File: config.mk
export PLATFORM = sky130hd
export DESIGN_NAME = txt_status_ctl_flat
export DESIGN_NICKNAME = d
export VERILOG_FILES = /design/src/rtl/txt_status_pkg.sv /design/src/rtl/txt_status_ctl_if.sv /design/src/rtl/vga_delay.sv /design/src/rtl/txt_status_ctl.sv /design/src/flat_wrapper.sv
export SDC_FILE = /design/constraint.sdc
export NUM_CORES = 1
export LEC_CHECK = 0
export ABC_AREA = 1
export BUFFER_PORTS_ARGS = -buffer_cell sky130_fd_sc_hd__buf_2
export CELL_PAD_IN_SITES_DETAIL_PLACEMENT = 2
export CELL_PAD_IN_SITES_GLOBAL_PLACEMENT = 2
export CORE_ASPECT_RATIO = 1.4
export CORE_MARGIN = 5
export CORE_UTILIZATION = 35
export CTS_BUF_LIST = sky130_fd_sc_hd__clkbuf_2
export CTS_CLUSTER_DIAMETER = 50
export DETAILED_ROUTE_END_ITERATION = 10
export GPL_TIMING_DRIVEN = 0
export PLACE_DENSITY = 0.86
export SYNTH_ARGS = -nofsm -noshare
export SYNTH_HDL_FRONTEND = slang
export SYNTH_HIERARCHICAL = 1
export SYNTH_SLANG_ARGS = --single-unit
File: constraint.sdc
create_clock -name pclk -period 3.2 [get_ports pclk]
set_input_delay 0.96 -clock pclk [delete_from_list [all_inputs] [get_ports pclk]]
set_output_delay 0.96 -clock pclk [all_outputs]
set_load 0.1 [all_outputs]
File: src/rtl/txt_status_pkg.sv
// Shared constants and types for the status-text overlay chain.
// Window size is derived from the character grid.
package txt_status_pkg;

  localparam int CHAR_W      = 8;
  localparam int CHAR_H      = 16;
  localparam int TXT_COLS    = 16;
  localparam int TXT_ROWS    = 16;
  localparam int FONT_ADDR_W = 11;
  localparam int RGB_W       = 12;

  localparam int WIN_W = CHAR_W * TXT_COLS;
  localparam int WIN_H = CHAR_H * TXT_ROWS;

  typedef struct packed {
    logic [10:0] hcount;
    logic [10:0] vcount;
    logic        hsync;
    logic        vsync;
    logic        hblnk;
    logic        vblnk;
  } vga_timing_t;

endpackage

File: src/rtl/txt_status_ctl_if.sv
// Pixel stream, character-map and font-ROM signals of the overlay stage.
// The slave side is the overlay block; the master side is its environment.
interface txt_status_ctl_if;
  import txt_status_pkg::*;

  logic [10:0]            hcount_in;
  logic [10:0]            vcount_in;
  logic                   hsync_in;
  logic                   vsync_in;
  logic                   hblnk_in;
  logic                   vblnk_in;
  logic [RGB_W-1:0]       rgb_in;
  logic                   blink_en;

  logic [7:0]             char_xy;
  logic [3:0]             char_line;
  logic [6:0]             char_code;
  logic [FONT_ADDR_W-1:0] font_addr;
  logic [7:0]             font_pixels;

  logic [10:0]            hcount_out;
  logic [10:0]            vcount_out;
  logic                   hsync_out;
  logic                   vsync_out;
  logic                   hblnk_out;
  logic                   vblnk_out;
  logic [RGB_W-1:0]       rgb_out;

  modport slave (
    input  hcount_in, vcount_in, hsync_in, vsync_in, hblnk_in, vblnk_in,
    input  rgb_in, blink_en, char_code, font_pixels,
    output char_xy, char_line, font_addr,
    output hcount_out, vcount_out, hsync_out, vsync_out, hblnk_out, vblnk_out,
    output rgb_out
  );

  modport master (
    output hcount_in, vcount_in, hsync_in, vsync_in, hblnk_in, vblnk_in,
    output rgb_in, blink_en, char_code, font_pixels,
    input  char_xy, char_line, font_addr,
    input  hcount_out, vcount_out, hsync_out, vsync_out, hblnk_out, vblnk_out,
    input  rgb_out
  );

endinterface

File: src/rtl/vga_delay.sv
// Parameterised register line: DEPTH stages of WIDTH bits, synchronous
// active-high reset clears every stage to zero.
module vga_delay #(
  parameter int WIDTH = 1,
  parameter int DEPTH = 1
) (
  input  logic             i_clk,
  input  logic             i_rst,
  input  logic [WIDTH-1:0] i_data,
  output logic [WIDTH-1:0] o_data
);

  logic [WIDTH-1:0] r_stage [DEPTH];

  genvar gi;
  generate
    for (gi = 0; gi < DEPTH; gi++) begin : g_stage
      if (gi == 0) begin : g_first
        always_ff @(posedge i_clk) begin
          if (i_rst) r_stage[gi] <= '0;
          else       r_stage[gi] <= i_data;
        end
      end else begin : g_next
        always_ff @(posedge i_clk) begin
          if (i_rst) r_stage[gi] <= '0;
          else       r_stage[gi] <= r_stage[gi-1];
        end
      end
    end
  endgenerate

  assign o_data = r_stage[DEPTH-1];

endmodule

File: src/rtl/txt_status_ctl.sv
// Status-text overlay: addresses the character map and font ROM for each pixel
// and paints the glyph over the incoming RGB stream with 3 pclk of latency.
module txt_status_ctl
  import txt_status_pkg::*;
#(
  parameter logic [10:0]      XPOS       = 11'd16,
  parameter logic [10:0]      YPOS       = 11'd16,
  parameter logic [RGB_W-1:0] FG_RGB     = 12'hFFF,
  parameter int               BLINK_HALF = 30
) (
  input  logic              pclk,
  input  logic              rst,
  txt_status_ctl_if.slave   bus
);

  localparam logic [11:0] X_END = {1'b0, XPOS} + 12'(WIN_W);
  localparam logic [11:0] Y_END = {1'b0, YPOS} + 12'(WIN_H);
  localparam int          FC_W  = (BLINK_HALF > 1) ? $clog2(BLINK_HALF) : 1;
  localparam logic [FC_W-1:0] FC_LAST = FC_W'(BLINK_HALF - 1);

  logic [6:0]  w_rel_x;
  logic [7:0]  w_rel_y;
  logic        w_in_win;

  assign w_rel_x  = 7'(bus.hcount_in - XPOS);
  assign w_rel_y  = 8'(bus.vcount_in - YPOS);
  assign w_in_win = ({1'b0, bus.hcount_in} >= {1'b0, XPOS}) &&
                    ({1'b0, bus.hcount_in} <  X_END) &&
                    ({1'b0, bus.vcount_in} >= {1'b0, YPOS}) &&
                    ({1'b0, bus.vcount_in} <  Y_END);

  // Timing and counts ride a 3-deep line straight to the outputs.
  vga_timing_t w_tim_in;
  vga_timing_t w_tim_out;

  assign w_tim_in = '{hcount: bus.hcount_in, vcount: bus.vcount_in,
                      hsync:  bus.hsync_in,  vsync:  bus.vsync_in,
                      hblnk:  bus.hblnk_in,  vblnk:  bus.vblnk_in};

  vga_delay #(.WIDTH($bits(vga_timing_t)), .DEPTH(3)) u_tim_dly (
    .i_clk  (pclk),
    .i_rst  (rst),
    .i_data (w_tim_in),
    .o_data (w_tim_out)
  );

  // Blanking and background colour are needed one stage early to form rgb_out.
  logic [RGB_W+1:0] w_pix_dly;
  logic             w_hblnk_s2;
  logic             w_vblnk_s2;
  logic [RGB_W-1:0] w_rgb_s2;

  vga_delay #(.WIDTH(RGB_W + 2), .DEPTH(2)) u_pix_dly (
    .i_clk  (pclk),
    .i_rst  (rst),
    .i_data ({bus.hblnk_in, bus.vblnk_in, bus.rgb_in}),
    .o_data (w_pix_dly)
  );

  assign {w_hblnk_s2, w_vblnk_s2, w_rgb_s2} = w_pix_dly;

  logic [7:0]       r_char_xy;
  logic [3:0]       r_char_line;
  logic [2:0]       r_px_col_q1;
  logic [2:0]       r_px_col_q2;
  logic             r_in_win_q1;
  logic             r_in_win_q2;
  logic [RGB_W-1:0] r_rgb_out;
  logic             r_vsync_prev;
  logic [FC_W-1:0]  r_frame_cnt;
  logic             r_blink_ph;

  logic             w_pix;
  logic             w_visible;
  logic             w_vs_edge;

  assign w_pix     = bus.font_pixels[3'd7 - r_px_col_q2];
  assign w_visible = ~bus.blink_en | r_blink_ph;
  assign w_vs_edge = bus.vsync_in & ~r_vsync_prev;

  always_ff @(posedge pclk) begin
    if (rst) begin
      r_char_xy   <= 8'h00;
      r_char_line <= 4'h0;
      r_px_col_q1 <= 3'd0;
      r_px_col_q2 <= 3'd0;
      r_in_win_q1 <= 1'b0;
      r_in_win_q2 <= 1'b0;
      r_rgb_out   <= '0;
    end else begin
      r_char_xy   <= w_in_win ? {w_rel_y[7:4], w_rel_x[6:3]} : 8'h00;
      r_char_line <= w_in_win ? w_rel_y[3:0] : 4'h0;
      r_px_col_q1 <= w_rel_x[2:0];
      r_in_win_q1 <= w_in_win;
      r_px_col_q2 <= r_px_col_q1;
      r_in_win_q2 <= r_in_win_q1;
      if (w_hblnk_s2 || w_vblnk_s2)
        r_rgb_out <= '0;
      else if (r_in_win_q2 && w_pix && w_visible)
        r_rgb_out <= FG_RGB;
      else
        r_rgb_out <= w_rgb_s2;
    end
  end

  // Blink phase flips every BLINK_HALF vsync rising edges, whatever blink_en says.
  always_ff @(posedge pclk) begin
    if (rst) begin
      r_vsync_prev <= 1'b0;
      r_frame_cnt  <= '0;
      r_blink_ph   <= 1'b1;
    end else begin
      r_vsync_prev <= bus.vsync_in;
      if (w_vs_edge) begin
        if (r_frame_cnt == FC_LAST) begin
          r_frame_cnt <= '0;
          r_blink_ph  <= ~r_blink_ph;
        end else begin
          r_frame_cnt <= r_frame_cnt + 1'b1;
        end
      end
    end
  end

  assign bus.char_xy    = r_char_xy;
  assign bus.char_line  = r_char_line;
  assign bus.font_addr  = {bus.char_code, bus.char_line};
  assign bus.hcount_out = w_tim_out.hcount;
  assign bus.vcount_out = w_tim_out.vcount;
  assign bus.hsync_out  = w_tim_out.hsync;
  assign bus.vsync_out  = w_tim_out.vsync;
  assign bus.hblnk_out  = w_tim_out.hblnk;
  assign bus.vblnk_out  = w_tim_out.vblnk;
  assign bus.rgb_out    = r_rgb_out;

endmodule
File: src/flat_wrapper.sv
// flat-port wrapper written by rule: the top's interface ports become plain ports
module txt_status_ctl_flat import txt_status_pkg::*;
#(
  parameter logic [10:0]      XPOS       = 11'd16,
  parameter logic [10:0]      YPOS       = 11'd16,
  parameter logic [RGB_W-1:0] FG_RGB     = 12'hFFF,
  parameter int               BLINK_HALF = 30
)
  (pclk, rst, bus_hcount_in, bus_vcount_in, bus_hsync_in, bus_vsync_in, bus_hblnk_in, bus_vblnk_in, bus_rgb_in, bus_blink_en, bus_char_code, bus_font_pixels, bus_char_xy, bus_char_line, bus_font_addr, bus_hcount_out, bus_vcount_out, bus_hsync_out, bus_vsync_out, bus_hblnk_out, bus_vblnk_out, bus_rgb_out);
  txt_status_ctl_if bus_i ();
  input  logic pclk;
  input  logic rst;
  input wire logic [$bits(bus_i.hcount_in)-1:0] bus_hcount_in;
  input wire logic [$bits(bus_i.vcount_in)-1:0] bus_vcount_in;
  input wire logic [$bits(bus_i.hsync_in)-1:0] bus_hsync_in;
  input wire logic [$bits(bus_i.vsync_in)-1:0] bus_vsync_in;
  input wire logic [$bits(bus_i.hblnk_in)-1:0] bus_hblnk_in;
  input wire logic [$bits(bus_i.vblnk_in)-1:0] bus_vblnk_in;
  input wire logic [$bits(bus_i.rgb_in)-1:0] bus_rgb_in;
  input wire logic [$bits(bus_i.blink_en)-1:0] bus_blink_en;
  input wire logic [$bits(bus_i.char_code)-1:0] bus_char_code;
  input wire logic [$bits(bus_i.font_pixels)-1:0] bus_font_pixels;
  output wire logic [$bits(bus_i.char_xy)-1:0] bus_char_xy;
  output wire logic [$bits(bus_i.char_line)-1:0] bus_char_line;
  output wire logic [$bits(bus_i.font_addr)-1:0] bus_font_addr;
  output wire logic [$bits(bus_i.hcount_out)-1:0] bus_hcount_out;
  output wire logic [$bits(bus_i.vcount_out)-1:0] bus_vcount_out;
  output wire logic [$bits(bus_i.hsync_out)-1:0] bus_hsync_out;
  output wire logic [$bits(bus_i.vsync_out)-1:0] bus_vsync_out;
  output wire logic [$bits(bus_i.hblnk_out)-1:0] bus_hblnk_out;
  output wire logic [$bits(bus_i.vblnk_out)-1:0] bus_vblnk_out;
  output wire logic [$bits(bus_i.rgb_out)-1:0] bus_rgb_out;
  assign bus_i.hcount_in = bus_hcount_in;
  assign bus_i.vcount_in = bus_vcount_in;
  assign bus_i.hsync_in = bus_hsync_in;
  assign bus_i.vsync_in = bus_vsync_in;
  assign bus_i.hblnk_in = bus_hblnk_in;
  assign bus_i.vblnk_in = bus_vblnk_in;
  assign bus_i.rgb_in = bus_rgb_in;
  assign bus_i.blink_en = bus_blink_en;
  assign bus_i.char_code = bus_char_code;
  assign bus_i.font_pixels = bus_font_pixels;
  assign bus_char_xy = bus_i.char_xy;
  assign bus_char_line = bus_i.char_line;
  assign bus_font_addr = bus_i.font_addr;
  assign bus_hcount_out = bus_i.hcount_out;
  assign bus_vcount_out = bus_i.vcount_out;
  assign bus_hsync_out = bus_i.hsync_out;
  assign bus_vsync_out = bus_i.vsync_out;
  assign bus_hblnk_out = bus_i.hblnk_out;
  assign bus_vblnk_out = bus_i.vblnk_out;
  assign bus_rgb_out = bus_i.rgb_out;
  txt_status_ctl #(.XPOS(XPOS), .YPOS(YPOS), .FG_RGB(FG_RGB), .BLINK_HALF(BLINK_HALF)) u_core (.pclk(pclk), .rst(rst), .bus(bus_i));
endmodule
==> impl_metrics.csv <==
group,metric,value,unit
synthesis,avgSynthCellArea,8.83,sq um
timing,post-route-min-period,2.59,ns
placement,place_area,5460,sq um
timing,clock_skew,0.0259,ns
critical_path,r2r_start,"u_core/r_frame_cnt[1]$_SDFFE_PP0P_",
drt,dr.first_iter.drc_count,74,
drt,drt_pass1_iterations,4,
layout,drive_gt1_share,29.2,%
worst_hold_path,min-delay-start,"u_core/u_tim_dly/r_stage[1][17]$_SDFF_PP0_",
synthesis,netlist_instances,531,
power,seq_power_share,58.5,%
grt,grt_start_max_net_pins,17,
worst_hold_path,holdPathStages,2,
grt,grtUsageTotal,15.1,%
clock_network,cts-root-buf,"clkbuf_2",
outcome,outcome,"completed",
power,power_frac_clock,31.0,%
layout,final_nets,721,
run,drv_cap,0,
placement,place_congestion,0.720,
layout,nFillCells,1558,
critical_path,cp.arrival,1.63,ns
clock_network,cts_tree,"built",
drt,wire_per_inst,13.5,microns
floorplan,start_util,35.4,%
power,p_sw_share,30.1,%
timing,setup_tns,0,ns
placement,placed_cells,822,
floorplan,row_count,50,
power,p_int,2.27,mW
synthesis,syn_nets,593,
layout,syn_to_final_growth,21.6,%
clock_network,clock_latency,0.67,ns
timing,finalCritPeriodShare,80.8,%
power,pwr-share-comb,10.6,%
timing,drv_slew,0,
timing,hold_violations,0,
clock_network,clkTransAtPathRegs,0.23,ns
power,leakage,2.96,nW
grt,grt_pass1_wl,18400,microns
drt,num_vias,3497,
critical_path,cp-startpoint,"u_core/bus.char_line[1]$_SDFF_PP0_",
drt,wirelength,11600,microns
timing,max_freq,387,MHz
clock_network,clock-sinks,145,
clock_network,htreeDepth,4,
grt,overflow,0,
clock_network,cts.path.max_buffers,2,
clock_network,holdBufCountCts,0,
clock_network,ctsResizeCount,0,
synthesis,synth.cell_area,4690,sq um
critical_path,r2r_cells,5,
floorplan,io_pins,117,
critical_path,cp_max_fo,2,
synthesis,synth.distinct_cells,24,
layout,final-seq-area,2900,sq um
synthesis,yosys_warnings,6,
timing,worstMarginPinSlew,0.499,ns
clock_network,cts_setup_buffers,0,
floorplan,die_w,108,microns
critical_path,crit_path_start_kind,"flop",
critical_path,endpoint_kind,"output port",
worst_hold_path,hold_path_class,"reg2reg",
clock_network,cts_buffers,17,
placement,dp_hpwl,9250,microns
critical_path,path_class,"reg2out",
drt,drc,0,
power,powerDensity,570,nW/um^2
synthesis,ys_seq_area_share,61.9,%
floorplan,dieHeight,147,microns
timing,report.final.setup_viol,0,
critical_path,required,2.24,ns
floorplan,die_area,15800,sq um
grt,antenna_found_initial,2,
timing,relSlewSlack,66.9,%
power,p_sw,978,uW
layout,final_cells,856,
drt,via_per_inst,4.09,
synthesis,ys_ff_latch,145,
layout,multi_input_area,1020,sq um
timing,rsz0062_at_grt,"no",
drt,ant_nets,0,
grt,grt_pass1_vias,3851,
floorplan,core_area,13300,sq um
layout,stdcell_area,5700,sq um
power,peakVddDrop,192,uV
placement,port_buffers,109,
[cells in the mapped netlist]
library cell / count / area, sq um
buf_2: 7 / 35.0
o21ai_0: 1 / 5.00
nand3_2: 1 / 10.0
a21boi_0: 1 / 7.51
nand4_1: 3 / 18.8
nor2_2: 13 / 81.3
ha_1: 6 / 75.1
buf_4: 12 / 90.1
a211oi_1: 1 / 7.51
inv_1: 145 / 544
nand3_1: 7 / 35.0
inv_2: 2 / 7.51
nand2_1: 25 / 93.8
a21oi_2: 10 / 87.6
nand3b_4: 1 / 20.0
dfxtp_1: 145 / 2900
nand3b_2: 1 / 11.3
o21ai_1: 1 / 5.00
buf_6: 8 / 90.1
nor2_1: 132 / 495
xnor2_1: 4 / 35.0
xor2_1: 1 / 8.76
a21oi_1: 3 / 15.0
nor3b_1: 1 / 7.51
[power groups by stage]
stage                     clock network (mW)  logic [mW]  registers [mW]
after floorplan                            0       0.157            2.02
after global placement                     0       0.328            1.93
after detailed placement                   0       0.348            1.94
after CTS                               1.06       0.351            1.90
after global routing                    1.14       0.372            1.91
final                                   1.01       0.343            1.90
[metal layers]
| layer | vias to the layer above | part of all wire (%) | GRT usage (%) |
|---|---|---|---|
| met5 | - | 0 | 0 |
| met4 | 0 | 1.3 | 6.06 |
| met3 | 11 | 3.7 | 3.78 |
| met2 | 78 | 59 | 30.0 |
| met1 | 1671 | 36 | 14.4 |
| li1 | 1737 | - | - |
[per-stage QoR]
| stage | utilization, % | power, mW | hold slack, ns | setup slack, ns |
|---|---|---|---|---|
| 6_report | 43.0 | 3.25 | 0.389 | 0.613 |
| 5_1_grt | 43.0 | 3.43 | 0.358 | 0.450 |
| 4_1_cts | 42.9 | 3.31 | 0.356 | 0.488 |
| 3_5_place_dp | 41.2 | 2.28 | 0.400 | 0.787 |
| 3_3_place_gp | 41.2 | 2.26 | 0.391 | 0.794 |
| 2_1_floorplan | - | 2.18 | 0.388 | 0.884 |
[area by class of cell]
type                    count  area share [%]
diodes                      2          0.0878
plain buffers              27            3.78
clock buffers              17            1.49
clock inverters            15            2.59
inverters                 147            9.68
multi-input cells         212            17.9
flip-flops and latches    145            50.9
well taps                 182            3.99
repair buffers            109            9.57
[state kept, by name, indices dropped and copies added, names as in the netlist]
register                  cells
u_core/r_blink_ph             1
u_core/r_vsync_prev           1
u_core/bus.char_xy            8
u_core/r_frame_cnt            5
u_core/r_in_win_q1            1
u_core/r_px_col_q1            3
u_core/r_px_col_q2            3
u_core/bus.char_line          4
u_core/bus.rgb_out           12
u_core/u_pix_dly/r_stage     28
u_core/u_tim_dly/r_stage     78
u_core/r_in_win_q2            1
[critical path, cell delays in order (launching register included)]
cell	delay (ns)
dfxtp_1	0.42
buf_4	0.12
buf_2	0.41
[final timing paths]
| kind | slack (ns) | to |
|---|---|---|
| hold reg to reg | 0.39 | u_core/u_tim_dly/r_stage[2][17]$_SDFF_PP0_ |
| setup / recovery | 0.61 | bus_font_addr[1] |
| hold / removal | 0.39 | u_core/u_tim_dly/r_stage[2][17]$_SDFF_PP0_ |
| setup reg to reg | 1.77 | u_core/r_frame_cnt[2]$_SDFFE_PP0P_ |
[cells in the final DEF, fill, tap and decap left out, drive strengths merged, types with 4 or more instances in the layout]
| master | synthesis | final |
|---|---|---|
| a21oi | 13 | 13 |
| buf | 27 | 136 |
| clkbuf | 0 | 17 |
| dfxtp | 145 | 145 |
| ha | 6 | 6 |
| inv | 147 | 155 |
| nand2 | 25 | 25 |
| nand3 | 8 | 8 |
| nor2 | 145 | 145 |
| xnor2 | 4 | 4 |
[cell families after synthesis]
family                     share of synthesized area, %
buffers and inverters                              16.4
AOI/OAI and AO/OA                                  2.72
DFF                                                61.9
xor gates and xnor gates                          0.934
and+or+nand+nor                                    16.5
adders and majority gates                          1.60
Power figures use the tool's default switching activity.
